--- src/rtl/barrel_pkg.sv ---
// Shared constants for the barrel sprite slots and the slot scheduler.
package barrel_pkg;

    localparam int unsigned BARREL_NUM_MAX = 16;

    typedef logic [1:0] barrel_state_t;
    localparam barrel_state_t BARREL_INITIAL = 2'd0;
    localparam barrel_state_t BARREL_ROLLING = 2'd1;
    localparam barrel_state_t BARREL_FALLING = 2'd2;

    typedef logic [1:0] sch_state_t;
    localparam sch_state_t SCH_IDLE     = 2'd0;
    localparam sch_state_t SCH_GRANT    = 2'd1;
    localparam sch_state_t SCH_COOLDOWN = 2'd2;

endpackage

--- src/rtl/rr_free_picker.sv ---
// Round-robin first-free search: lowest free index at or above ptr, wrapping.
module rr_free_picker
    import barrel_pkg::*;
#(
    parameter int unsigned NUM_SLOTS = BARREL_NUM_MAX,
    parameter int unsigned IDX_W     = (NUM_SLOTS > 1) ? $clog2(NUM_SLOTS) : 1
) (
    input  logic [NUM_SLOTS-1:0] free,
    input  logic [IDX_W-1:0]     ptr,
    output logic                 found,
    output logic [IDX_W-1:0]     index
);

    always_comb begin
        int unsigned j;
        logic [IDX_W-1:0] jj;
        found = 1'b0;
        index = '0;
        j     = 0;
        jj    = '0;
        for (int unsigned k = 0; k < NUM_SLOTS; k++) begin
            j  = (32'(ptr) + k) % NUM_SLOTS;
            jj = IDX_W'(j);
            if (!found && free[jj]) begin
                found = 1'b1;
                index = jj;
            end
        end
    end

endmodule

--- src/rtl/barrel_scheduler.sv ---
// Turns Kong drop edges into held one-hot start requests to free barrel slots
// and tracks which slots are occupied.
module barrel_scheduler
    import barrel_pkg::*;
#(
    parameter int unsigned NUM_SLOTS       = BARREL_NUM_MAX,
    parameter int unsigned COOLDOWN_CYCLES = 1000000,
    parameter int unsigned ACK_TIMEOUT     = 2000000,
    parameter int unsigned PEND_MAX        = 3
) (
    input  logic                           clk,
    input  logic                           rst,
    input  logic                           enable,
    input  logic                           drop_req,
    input  logic [NUM_SLOTS-1:0]           slot_busy,
    output logic [NUM_SLOTS-1:0]           start_vec,
    output logic [NUM_SLOTS-1:0]           active_vec,
    output logic [$clog2(NUM_SLOTS+1)-1:0] free_count,
    output logic [15:0]                    spawn_count,
    output logic [7:0]                     lost_count
);

    localparam int unsigned IDX_W = (NUM_SLOTS > 1) ? $clog2(NUM_SLOTS) : 1;
    localparam int unsigned CNT_W = $clog2(NUM_SLOTS + 1);
    localparam int unsigned PW    = $clog2(PEND_MAX + 1);
    localparam int unsigned TMR_W = $clog2(ACK_TIMEOUT + 1);
    localparam int unsigned CD_W  = $clog2(COOLDOWN_CYCLES + 1);

    logic [NUM_SLOTS-1:0] busy_s1_q, busy_s2_q;
    logic                 drop_q;
    sch_state_t           state_q, state_d;
    logic [PW-1:0]        pend_q, pend_d;
    logic [IDX_W-1:0]     gidx_q, gidx_d;
    logic [IDX_W-1:0]     rr_q, rr_d;
    logic [NUM_SLOTS-1:0] start_q, start_d;
    logic [NUM_SLOTS-1:0] active_q, active_d;
    logic [15:0]          spawn_q, spawn_d;
    logic [7:0]           lost_q, lost_d;
    logic [TMR_W-1:0]     timer_q, timer_d;
    logic [CD_W-1:0]      cd_q, cd_d;

    logic                 drop_edge;
    logic [NUM_SLOTS-1:0] free_mask;
    logic                 pick_found;
    logic [IDX_W-1:0]     pick_idx;
    logic                 go, ack, tmo, ovf;
    logic [1:0]           lost_inc;
    logic [IDX_W-1:0]     gidx_next;

    assign drop_edge = drop_req & ~drop_q;
    assign free_mask = ~active_q & ~busy_s2_q;

    rr_free_picker #(
        .NUM_SLOTS (NUM_SLOTS),
        .IDX_W     (IDX_W)
    ) u_picker (
        .free  (free_mask),
        .ptr   (rr_q),
        .found (pick_found),
        .index (pick_idx)
    );

    // Every event that moves counters is qualified by enable so they hold while disabled.
    assign go  = enable && (state_q == SCH_IDLE) && (pend_q != '0) && pick_found;
    assign ack = enable && (state_q == SCH_GRANT) && busy_s2_q[gidx_q];
    assign tmo = enable && (state_q == SCH_GRANT) && !busy_s2_q[gidx_q]
                 && (timer_q == TMR_W'(ACK_TIMEOUT - 1));
    assign ovf = enable && drop_edge && (pend_q == PW'(PEND_MAX)) && !go;

    assign gidx_next = (gidx_q == IDX_W'(NUM_SLOTS - 1)) ? '0 : gidx_q + 1'b1;
    assign lost_inc  = {1'b0, ovf} + {1'b0, tmo};

    always_comb begin
        state_d  = state_q;
        pend_d   = pend_q;
        gidx_d   = gidx_q;
        rr_d     = rr_q;
        start_d  = start_q;
        active_d = active_q & busy_s2_q;
        spawn_d  = spawn_q;
        lost_d   = lost_q;
        timer_d  = timer_q;
        cd_d     = cd_q;

        unique case (state_q)
            SCH_IDLE: begin
                if (go) begin
                    state_d           = SCH_GRANT;
                    gidx_d            = pick_idx;
                    start_d           = '0;
                    start_d[pick_idx] = 1'b1;
                    timer_d           = '0;
                end
            end
            SCH_GRANT: begin
                timer_d = timer_q + 1'b1;
                if (ack || tmo) begin
                    state_d = SCH_COOLDOWN;
                    start_d = '0;
                    rr_d    = gidx_next;
                    cd_d    = CD_W'(COOLDOWN_CYCLES - 1);
                end
                if (ack) begin
                    active_d[gidx_q] = 1'b1;
                    spawn_d          = spawn_q + 16'd1;
                end
            end
            SCH_COOLDOWN: begin
                if (cd_q == '0) begin
                    state_d = SCH_IDLE;
                end else begin
                    cd_d = cd_q - 1'b1;
                end
            end
            default: begin
                state_d = SCH_IDLE;
                start_d = '0;
            end
        endcase

        if (drop_edge && !go && pend_q != PW'(PEND_MAX)) begin
            pend_d = pend_q + 1'b1;
        end else if (go && !drop_edge) begin
            pend_d = pend_q - 1'b1;
        end

        if (lost_inc != 2'd0) begin
            lost_d = (lost_q > 8'd255 - {6'd0, lost_inc}) ? 8'd255 : lost_q + {6'd0, lost_inc};
        end

        if (!enable) begin
            state_d = SCH_IDLE;
            start_d = '0;
            pend_d  = '0;
            cd_d    = '0;
        end
    end

    always_ff @(posedge clk) begin
        if (rst) begin
            busy_s1_q <= '0;
            busy_s2_q <= '0;
            drop_q    <= 1'b0;
            state_q   <= SCH_IDLE;
            pend_q    <= '0;
            gidx_q    <= '0;
            rr_q      <= '0;
            start_q   <= '0;
            active_q  <= '0;
            spawn_q   <= '0;
            lost_q    <= '0;
            timer_q   <= '0;
            cd_q      <= '0;
        end else begin
            busy_s1_q <= slot_busy;
            busy_s2_q <= busy_s1_q;
            drop_q    <= drop_req;
            state_q   <= state_d;
            pend_q    <= pend_d;
            gidx_q    <= gidx_d;
            rr_q      <= rr_d;
            start_q   <= start_d;
            active_q  <= active_d;
            spawn_q   <= spawn_d;
            lost_q    <= lost_d;
            timer_q   <= timer_d;
            cd_q      <= cd_d;
        end
    end

    always_comb begin
        logic [CNT_W-1:0] cnt;
        cnt = CNT_W'(NUM_SLOTS);
        for (int i = 0; i < NUM_SLOTS; i++) begin
            cnt = cnt - CNT_W'(active_q[i]);
        end
        free_count = cnt;
    end

    assign start_vec   = start_q;
    assign active_vec  = active_q;
    assign spawn_count = spawn_q;
    assign lost_count  = lost_q;

endmodule

--- config.mk ---
export PLATFORM = sky130hd
export DESIGN_NAME = barrel_scheduler
export DESIGN_NICKNAME = d
export VERILOG_FILES = /design/src/rtl/barrel_pkg.sv /design/src/rtl/rr_free_picker.sv /design/src/rtl/barrel_scheduler.sv
export SDC_FILE = /design/constraint.sdc
export NUM_CORES = 1
export LEC_CHECK = 0
export ABC_AREA = 1
export BUFFER_PORTS_ARGS = -buffer_cell sky130_fd_sc_hd__buf_2
export CAP_MARGIN = 10
export CELL_PAD_IN_SITES_DETAIL_PLACEMENT = 1
export CELL_PAD_IN_SITES_GLOBAL_PLACEMENT = 1
export CORE_AREA = 2 2 154 156
export CTS_CLUSTER_SIZE = 20
export DETAILED_ROUTE_END_ITERATION = 7
export DIE_AREA = 0 0 156 158
export GPL_ROUTABILITY_DRIVEN = 0
export PLACE_DENSITY_LB_ADDON = 0.12
export SYNTH_ARGS = -nofsm -noshare
export SYNTH_HDL_FRONTEND = slang
export SYNTH_SLANG_ARGS = --single-unit
--- constraint.sdc ---
create_clock -name clk -period 4.6 [get_ports clk]
set_input_delay 0.23 -clock clk [delete_from_list [all_inputs] [get_ports clk]]
set_output_delay 0.23 -clock clk [all_outputs]
set_load 0.01 [all_outputs]
==> flow_summary.yaml, run 1 <==
yosys:
  synth_area_um2: 8807
  syn_inst: 1339
  synth_edf_count: 0
  synth.net_count: 1401
  yosys.area.top_type_share_pct: 32.28
  ys_seq_area_share_pct: 32.28
  synth_flop_cell: "dfxtp_1"
  ys_top_cells_by_count: "232 x nand2_1, 203 x inv_1, 202 x nor2_1"
  async_reset_ff_share_pct: 0
  ys_warn_count: 0
  syn_avg_cell_area_um2: 6.577
  ys_types: 55
  synthTopCellsByArea: "dfxtp_1 32%, nand2_1 9.9%, nand3_1 9.4%"
  synth-seq-cells: 142
  synth.most_common_cell: "nand2_1"
  synth_top_area_cell: "dfxtp_1"
clock_network:
  cts_tree: "yes"
  clock-sinks: 142
  path_clk_slew_ns: 0.06
  cts_root_buffer: "clkbuf_16"
  clk_latency_ns: 0.44
  clock_path_buffers: 2
  ctsHtreeMaxLevel: 4
  numCtsBuffers: 17
critical_path:
  worstPathCellList: "inv_1 -> fa_2 -> ha_2 -> fa_1 -> fa_2 -> fa_1 -> fa_1 -> ha_2 -> inv_2 -> fa_1 -> xnor2_1 -> buf_2"
  end_kind: "primary output"
  cp.required_ns: 4.37
  worstPathMaxFanout: 2
  cp_top_family: "adder cells"
  path_common_cell: "fa_1"
  start_kind: "flip-flop"
  crit_arrival_ns: 4.23
  crit_slowest_cell: "fa_2"
  critPathBufInv: 3
  crit_type: "flip-flop to primary output"
  critPathMaxStageDelay_ns: 0.57
routing:
  wl_met1_um: 13110
  ant_nets: 0
  vias: 9229
  wl_met2_um: 14210
  drt-wirelength-per-cell_um: 16.04
  wl_met3_um: 824
  remaining_drc_errors: 0
  drt_first_pass_iters: 5
  post_drt_via_cell_ratio: 5.170
  drt_iter0_markers: 391
  routed_wl_um: 28640
  top_layer: "met4"
min_path:
  hold_path.class: "primary input to flip-flop"
placement:
  dp_hpwl_um: 21480
  portBuffers: 80
  dp_cells: 1714
  postPlaceCellArea_um2: 9679
  place_ws_ns: -0.1090
timing:
  fin_crit_ns: 4.463
  fin_worst_skew_ns: 0.01459
  slew_violations: 0
  hold_ws_ns: 0.006648
  setup_viol: 0
  worstMarginPinSlew_ns: 0.8152
  fmax_ghz: 0.2241
  maxSlewHeadroom_pct: 45.66
  final_hold_viol_count: 0
  fin_ws_ns: 0.1369
  period_share_pct: 97.02
  setup_tns_ns: 0
floorplanning:
  start_util_pct: 38.21
  die_w_um: 156
  chipHeight_um: 158
  die-area_um2: 24650
  ios: 81
  fp-row-count: 56
  core_um2: 23050
final_layout:
  drive_gt1_share_pct: 20.40
  nets: 1544
  final_cell_area_um2: 10870
  fin_cells: 1785
  register_area_um2: 2861
  multiInputGateArea_um2: 5216
  diodes: 0
  syn2layout_area_growth_pct: 23.38
  finish.utilization_pct: 47.14
  nFillCells: 3019
run:
  drv_cap: 0
global_routing:
  grt_max_degree: 73
  grt_use_total_pct: 23.32
  grt_pass1_vias: 9228
  grt_pass1_wl_um: 45830
  antenna_found_initial: 0
  grt-ovfl-total: 0
status:
  status: "finished clean"
power_and_ir_drop:
  p_per_area_nw_per_um2: 254.9
  finalPower_mw: 2.770
  ir_drop_v: 0.0001831
  p_leak_nw: 4.796
worst register-to-register path: cells and delay by family, from the launching register on:
family	cells	cell delay, ns
AND/OR/NAND/NOR	18	2.31
AO/OA/AOI/OAI	1	0.15
flip-flops	1	0.42
adder cells (fa/ha/maj)	4	1.08
buffers and inverters	5	0.38
cell usage in the layout, fill, tap and decap left out, types with 5 or more instances in the layout:
| cell type | netlist | final |
|---|---|---|
| nand2_2 | 16 | 21 |
| buf_2 | 10 | 79 |
| inv_6 | 0 | 5 |
| fa_1 | 12 | 7 |
| a21oi_1 | 86 | 86 |
| nor2_2 | 6 | 7 |
| fa_2 | 0 | 5 |
| nand3_2 | 3 | 17 |
| nand4_1 | 25 | 25 |
| dfxtp_2 | 0 | 12 |
| inv_1 | 203 | 195 |
| nor2_1 | 202 | 199 |
| dlygate4sd3_1 | 0 | 14 |
| dfxtp_1 | 142 | 129 |
| nand2_1 | 232 | 227 |
| o21ai_0 | 62 | 60 |
| nor3_1 | 25 | 24 |
| nor2_4 | 4 | 6 |
| a21oi_2 | 11 | 11 |
| a31oi_1 | 10 | 10 |
| clkbuf_16 | 0 | 18 |
| buf_4 | 1 | 60 |
| ha_1 | 30 | 21 |
| xor2_1 | 6 | 6 |
| ha_4 | 0 | 6 |
| o21a_1 | 5 | 5 |
| nand3_1 | 166 | 151 |
| inv_2 | 14 | 20 |
path summary, 6_finish.rpt:
check | from | endpoint | slack (ns) | cells past startpoint
worst max-delay path | active_vec[3]$_SDFF_PP0_ | free_count[4] | 0.14 | 12
worst min-delay path | slot_busy[11] | busy_s1_q[11]$_SDFF_PP0_ | 0.007 | 3
worst max register to register | rr_q[1]$_SDFFE_PP0P_ | lost_count[6]$_SDFFE_PP0P_ | 0.19 | 28
worst min register to register | busy_s1_q[3]$_SDFF_PP0_ | busy_s2_q[3]$_SDFF_PP0_ | 0.40 | 2
kinds of logic (layout without fill, tap and decap cells):
kind of cell | Yosys count | count (layout) | synth area share [%]
flops | 142 | 142 | 32.28
simple gates | 702 | 702 | 36.04
xor+xnor | 12 | 12 | 1.449
fa+ha+maj | 42 | 42 | 6.990
compound gates | 189 | 189 | 11.92
buf+inv | 252 | 408 | 11.32
timing repair:
| action | in CTS | in global routing |
|---|---|---|
| buffers inserted | 4 | 20 |
| pin swaps | 5 | 28 |
| hold endpoints to repair | 14 | 0 |
| setup endpoints to repair | 4 | 9 |
| gates resized for setup | 12 | 68 |
| gates cloned | 0 | 1 |
| hold buffers | 14 | 0 |
final cells by class:
class	count	area share, %
clock buffers	18	3.949
well taps	290	3.339
multi-input cells	945	48.00
flip-flops and latches	142	26.33
clock inverters	14	1.128
repair buffers	156	9.545
inverters	220	7.703
per-layer routing:
| metal | vias to the layer above | GRT usage [%] |
|---|---|---|
| met5 | - | 0 |
| met4 | 0 | 6.029 |
| met3 | 42 | 3.586 |
| met2 | 134 | 42.90 |
| met1 | 4449 | 28.36 |
| li1 | 4604 | - |
registers in the layout, indices dropped and copies added (netlist names):
| name | count |
|---|---|
| timer_q | 21 |
| active_vec | 16 |
| spawn_count | 16 |
| cd_q | 20 |
| state_q | 2 |
| start_vec | 16 |
| lost_count | 8 |
| gidx_q | 4 |
| drop_q | 1 |
| busy_s1_q | 16 |
| pend_q | 2 |
| rr_q | 4 |
| busy_s2_q | 16 |
power breakdown:
part           switching [mW]  internal, mW  leakage, nW  total [mW]
combinational           0.131        0.0599         3.38       0.191
sequential             0.0128          1.25         1.16        1.26
clock                   0.614         0.707        0.258        1.32
Power figures use the tool's default switching activity.
==> run 2, diff against run 1 <==
--- a/config.mk
+++ b/config.mk
@@ -15,7 +15,7 @@
 export DETAILED_ROUTE_END_ITERATION = 7
 export DIE_AREA = 0 0 156 158
 export GPL_ROUTABILITY_DRIVEN = 0
-export PLACE_DENSITY_LB_ADDON = 0.12
+export PLACE_DENSITY = 0.8
 export SYNTH_ARGS = -nofsm -noshare
 export SYNTH_HDL_FRONTEND = slang
 export SYNTH_SLANG_ARGS = --single-unit
==> flow_summary.yaml, run 2 (synthesized netlist as in run 1, its figures left out) <==
timing:
  hold_ws_ns: 0.01185
  slew_violations: 0
  fin_ws_ns: 0.09855
  maxSlewHeadroom_pct: 48.57
  setup_tns_ns: 0
  rsz0062_at_grt: "true"
  fmax_ghz: 0.2222
  period_share_pct: 97.86
  fin_worst_skew_ns: 0.01400
  fin_crit_ns: 4.501
  worstMarginPinSlew_ns: 0.7715
  setup_viol: 0
  final_hold_viol_count: 0
final_layout:
  syn2layout_area_growth_pct: 23.71
  final_cell_area_um2: 10900
  final_common_cell: "nand2_1"
  fin_cells: 1779
  nFillCells: 3035
  finish.utilization_pct: 47.26
  regMostFlops: "timer_q"
  nets: 1538
  reg_top3: "timer_q: 21 flops, cd_q: 20 flops"
  layout_common_cells: "228 x nand2_1, 198 x nor2_1, 195 x inv_1, 146 x nand3_1, 129 x dfxtp_1"
  largest_reg_flops: 21
  diodes: 0
  drive_gt1_share_pct: 20.95
placement:
  postPlaceCellArea_um2: 9707
  dp_cells: 1716
  dp_hpwl_um: 21440
  portBuffers: 80
  place_ws_ns: -0.06909
global_routing:
  grt-ovfl-total: 0
  grt_pass1_vias: 9748
  antenna_found_initial: 0
  groute.layer.met1.usage_pct: 29.02
  grt_pass1_wl_um: 47890
  grt.busiest_layer: "met2"
  grt_use_total_pct: 24.16
  grt_util_met2_pct: 44.56
  grt_max_degree: 74
  grtUsageMet3_pct: 3.340
min_path:
  holdPathStages: 3
  holdPathEnd: "busy_s1_q[10]$_SDFF_PP0_"
  hp-start: "slot_busy[10]"
  hold_path.class: "primary input to flip-flop"
routing:
  remaining_drc_errors: 0
  vias: 9543
  post_drt_via_cell_ratio: 5.364
  routed_wl_um: 30230
  drt_iter0_markers: 547
  drt_first_pass_iters: 5
  ant_nets: 0
  drt-wirelength-per-cell_um: 16.99
power_and_ir_drop:
  finalPower_mw: 2.861
  ir_drop_v: 0.0002643
  p_per_area_nw_per_um2: 262.6
  p_leak_nw: 4.822
critical_path:
  timing.rr.start: "rr_q[1]$_SDFFE_PP0P_"
  critPathMaxStageDelay_ns: 0.57
  critPathBufInv: 4
  worstPathCellList: "inv_2 -> fa_1 -> ha_2 -> fa_1 -> fa_2 -> fa_1 -> fa_1 -> ha_2 -> inv_2 -> fa_2 -> inv_1 -> buf_6"
  start_kind: "flip-flop"
  crit_arrival_ns: 4.27
  end_kind: "primary output"
  path_common_cell: "fa_1"
  cp.required_ns: 4.37
  cp_top_family: "adder cells"
  worstPathMaxFanout: 3
  crit_type: "flip-flop to primary output"
  crit_slowest_cell: "fa_1"
  ff2ff_setup_slack_ns: 0.13
  rr_endpoint: "lost_count[6]$_SDFFE_PP0P_"
  r2r.worst_path.cells: 29
floorplanning:
  chipHeight_um: 158
  core_um2: 23050
  die_w_um: 156
  fp-row-count: 56
  start_util_pct: 38.21
  ios: 81
  die-area_um2: 24650
clock_network:
  ctsHtreeMaxLevel: 4
  clock_path_buffers: 2
  path_clk_slew_ns: 0.07
  clk_latency_ns: 0.44
  numCtsBuffers: 17
  cts_tree: "yes"
  cts_root_buffer: "clkbuf_16"
  clock-sinks: 142
run:
  drv_cap: 0
status:
  status: "finished clean"
-- run 2: cell types whose count changed in the layout (fill, tap and decap cells not counted), moves of 3 or more --
cell | previous run | this run
buf_6 | 1 | 4
nand3_2 | 17 | 21
buf_4 | 60 | 57
nand3_1 | 151 | 146
inv_8 | 3 | 7
dlygate4sd3_1 | 14 | 7
-- run 2: area by class of cell --
cell class / count / area, um^2 / area share (%)
Clock inverter: 15 / 167.7 / 1.539
Clock buffer: 17 / 425.4 / 3.904
Multi-Input combinational cell: 945 / 5243 / 48.12
Tap cell: 290 / 362.8 / 3.330
Sequential cell: 142 / 2867 / 26.31
Inverter: 220 / 837.1 / 7.683
Timing Repair Buffer: 150 / 993.5 / 9.118
-- run 2: worst max-delay path by stage --
stage / start / endpoint / slack, ns / cells after the start
5_1_grt: rr_q[1]$_SDFFE_PP0P_ / lost_count[6]$_SDFFE_PP0P_ / -0.17 / 29
3_3_place_gp: rr_q[1]$_SDFFE_PP0P_ / lost_count[6]$_SDFFE_PP0P_ / 0.14 / 27
6_report: active_vec[2]$_SDFF_PP0_ / free_count[3] / 0.1 / 12
4_1_cts: rr_q[2]$_SDFFE_PP0P_ / lost_count[6]$_SDFFE_PP0P_ / 0.01 / 27
2_1_floorplan: rr_q[1]$_SDFFE_PP0P_ / lost_count[6]$_SDFFE_PP0P_ / 0.04 / 30
3_5_place_dp: rr_q[1]$_SDFFE_PP0P_ / lost_count[6]$_SDFFE_PP0P_ / -0.07 / 29
-- run 2: layer usage --
layer,up-vias,wire [um]
met4,0,835
met1,4630,12700
met5,-,0
li1,4593,-
met2,247,15260
met3,73,1436
-- run 2: worst reg2reg max path, delay by kind of cell, from the launching register on --
kind / cells / cell delay [ns]
AOI/OAI and AO/OA: 1 / 0.16
adders and majority gates: 4 / 1.06
buffers and inverters: 6 / 0.48
DFF: 1 / 0.41
and+or+nand+nor: 18 / 2.29
-- run 2: power by group --
part           internal [mW]  total (mW)  switching, mW
Clock                  0.776        1.41          0.634
Sequential              1.24        1.26         0.0150
Combinational         0.0586       0.193          0.134
-- run 2: repair_timing --
action	CTS	global route
hold buffers	7	0
hold endpoints to repair	7	0
pin swaps	9	23
resized for setup	21	69
setup endpoints to repair	3	9
setup buffers	5	19
==> run 3, diff against run 2 <==
--- a/config.mk
+++ b/config.mk
@@ -10,12 +10,13 @@
 export CAP_MARGIN = 10
 export CELL_PAD_IN_SITES_DETAIL_PLACEMENT = 1
 export CELL_PAD_IN_SITES_GLOBAL_PLACEMENT = 1
-export CORE_AREA = 2 2 154 156
+export CORE_AREA = 2 2 157 159
 export CTS_CLUSTER_SIZE = 20
 export DETAILED_ROUTE_END_ITERATION = 7
-export DIE_AREA = 0 0 156 158
+export DIE_AREA = 0 0 159 161
 export GPL_ROUTABILITY_DRIVEN = 0
-export PLACE_DENSITY = 0.8
+export PLACE_DENSITY_LB_ADDON = 0.1
 export SYNTH_ARGS = -nofsm -noshare
 export SYNTH_HDL_FRONTEND = slang
+export SYNTH_HIERARCHICAL = 1
 export SYNTH_SLANG_ARGS = --single-unit
==> flow_summary.yaml, run 3 <==
yosys:
  synth.most_common_cell: "nand2_1"
  synth_edf_count: 0
  ys_top_cells_by_count: "319 x nand2_1, 206 x nor2_1, 197 x inv_1"
  async_reset_ff_share_pct: 0
  synthTopCellsByArea: "dfxtp_1 31%, nand2_1 13%, nand3_1 8.5%"
  synth-seq-cells: 142
  synth_top_area_cell: "dfxtp_1"
  syn_avg_cell_area_um2: 6.472
  yosys.area.top_type_share_pct: 30.89
  syn_inst: 1422
  ys_warn_count: 6
  ys_types: 48
  synth_flop_cell: "dfxtp_1"
  ys_seq_area_share_pct: 30.89
  synth_area_um2: 9203
  synth.net_count: 1484
power_and_ir_drop:
  p_leak_nw: 5.232
  p_per_area_nw_per_um2: 266.9
  ir_drop_v: 0.0002034
clock_network:
  clock-sinks: 142
  cts_tree: "yes"
  clk_latency_ns: 0.43
  clock_path_buffers: 2
  numCtsBuffers: 17
  ctsHtreeMaxLevel: 4
  path_clk_slew_ns: 0.07
  cts_root_buffer: "clkbuf_16"
floorplanning:
  die_w_um: 159
  core_um2: 23960
  start_util_pct: 38.40
  ios: 81
  chipHeight_um: 161
  die-area_um2: 25600
  fp-row-count: 57
final_layout:
  nFillCells: 3146
  nets: 1625
  final_cell_area_um2: 11400
  final_common_cell: "nand2_1"
  regMostFlops: "timer_q"
  diodes: 0
  layout_common_cells: "312 x nand2_1, 204 x nor2_1, 186 x inv_1, 145 x nand3_1, 133 x dfxtp_1"
  syn2layout_area_growth_pct: 23.83
  drive_gt1_share_pct: 19.86
  reg_top3: "timer_q: 21 flops, cd_q: 20 flops"
  largest_reg_flops: 21
  finish.utilization_pct: 47.56
  multiInputGateArea_um2: 5598
  register_area_um2: 2867
critical_path:
  crit_arrival_ns: 4.32
  worstPathMaxFanout: 3
  start_kind: "flip-flop"
  endpoint: "free_count[3]"
  timing.rr.start: "rr_q[0]$_SDFFE_PP0P_"
  cp.required_ns: 4.37
  cp-startpoint: "active_vec[6]$_SDFF_PP0_"
  ff2ff_setup_slack_ns: 0.17
  crit_type: "flip-flop to primary output"
  rr_endpoint: "lost_count[6]$_SDFFE_PP0P_"
  end_kind: "primary output"
  r2r.worst_path.cells: 29
timing:
  final_hold_viol_count: 0
  hold_ws_ns: 0.01280
  setup_viol: 0
  worstMarginPinSlew_ns: 0.9157
  period_share_pct: 98.86
  maxSlewHeadroom_pct: 38.95
  rsz0062_at_grt: "true"
  fin_crit_ns: 4.547
  fmax_ghz: 0.2199
  fin_worst_skew_ns: 0.01992
  slew_violations: 0
routing:
  post_drt_via_cell_ratio: 5.144
  drt-wirelength-per-cell_um: 16.18
  drt_iter0_markers: 535
  vias: 9774
  ant_nets: 0
  routed_wl_um: 30740
  remaining_drc_errors: 0
  drt_first_pass_iters: 5
global_routing:
  grt_pass1_wl_um: 50200
  grt_max_degree: 82
  grt_pass1_vias: 9936
  antenna_found_initial: 0
  grt-ovfl-total: 0
  grt_use_total_pct: 24.00
placement:
  postPlaceCellArea_um2: 10280
  dp_hpwl_um: 22920
  portBuffers: 80
status:
  status: "finished clean"
run:
  drv_cap: 0
min_path:
  hold_path.class: "primary input to flip-flop"
[run 3: cell types whose count changed in the layout (fill, tap and decap cells not counted), sizes merged, moves of 10 or more]
cell,before,now
nand4,28,43
buf,143,155
nand2,248,335
nand3,170,160
a21oi,97,85
xor2,7,22
o21ai,67,36
[run 3: area by class of cell]
class	instances	area share [%]
clock buffers	18	3.766
clock inverters	14	1.801
inverters	218	7.246
multi-input cells	1021	49.12
flip-flops and latches	142	25.15
well taps	324	3.557
repair buffers	163	9.354
[run 3: metrics by stage]
step	std cells	setup TNS (ns)	setup slack (ns)	power (mW)
floorplan	1422	0	0.01183	1.443
global placement	1847	0	0.01706	1.518
detailed placement	1847	-0.1154	-0.1111	1.523
CTS	1894	0	0.01725	3.078
global route	1900	-0.3202	-0.08854	3.152
finish	1900	0	0.05255	3.041
[run 3: cells by family (layout without fill, tap and decap cells)]
logic type | Yosys count | after routing | synth area share, %
flops | 142 | 142 | 30.89
compound gates | 148 | 148 | 8.797
buf+inv | 259 | 413 | 11.30
xor+xnor | 33 | 33 | 3.385
simple gates | 798 | 798 | 38.94
fa+ha+maj | 42 | 42 | 6.689
[run 3: worst max-delay path, cell delays in order, from the launching register on]
cell and delay [ns]:
dfxtp_1 0.31, buf_4 0.15, fa_2 0.40, ha_4 0.25
fa_1 0.48, fa_2 0.36, fa_1 0.51, inv_1 0.05
fa_1 0.51, ha_2 0.16, inv_1 0.05, fa_2 0.51
inv_1 0.04, buf_2 0.13
[run 3: layer usage]
metal / share of wire [%] / GRT usage, % / vias to the layer above
met5: 0 / 0 / -
met4: 2.3 / 7.397 / 0
met3: 3.1 / 3.570 / 40
met2: 49 / 42.53 / 151
met1: 45 / 30.19 / 4761
li1: - / - / 4822
[run 3: what timing repair did]
action,in CTS,in global routing
hold buffers,8,0
resized for setup,15,72
hold endpoints to repair,8,0
pin swaps,7,13
setup endpoints to repair,4,10
setup buffers,7,6
[run 3: report_power, final]
part	internal (mW)	switching (mW)	leakage (nW)
clock network	0.921	0.612	0.308
registers	1.25	0.0187	1.16
logic	0.0794	0.161	3.77
[run 3: worst min path at each step]
| stage | startpoint | to | slack [ns] | depth (start not counted) |
|---|---|---|---|---|
| finish | slot_busy[8] | busy_s1_q[8]$_SDFF_PP0_ | 0.01 | 3 |
| global route | slot_busy[8] | busy_s1_q[8]$_SDFF_PP0_ | 0.006 | 3 |
| CTS | slot_busy[8] | busy_s1_q[8]$_SDFF_PP0_ | 0.002 | 3 |
| detailed placement | busy_s1_q[7]$_SDFF_PP0_ | busy_s2_q[7]$_SDFF_PP0_ | 0.40 | 2 |
| global placement | busy_s1_q[15]$_SDFF_PP0_ | busy_s2_q[15]$_SDFF_PP0_ | 0.39 | 2 |
| floorplan | slot_busy[0] | busy_s1_q[0]$_SDFF_PP0_ | 0.34 | 2 |
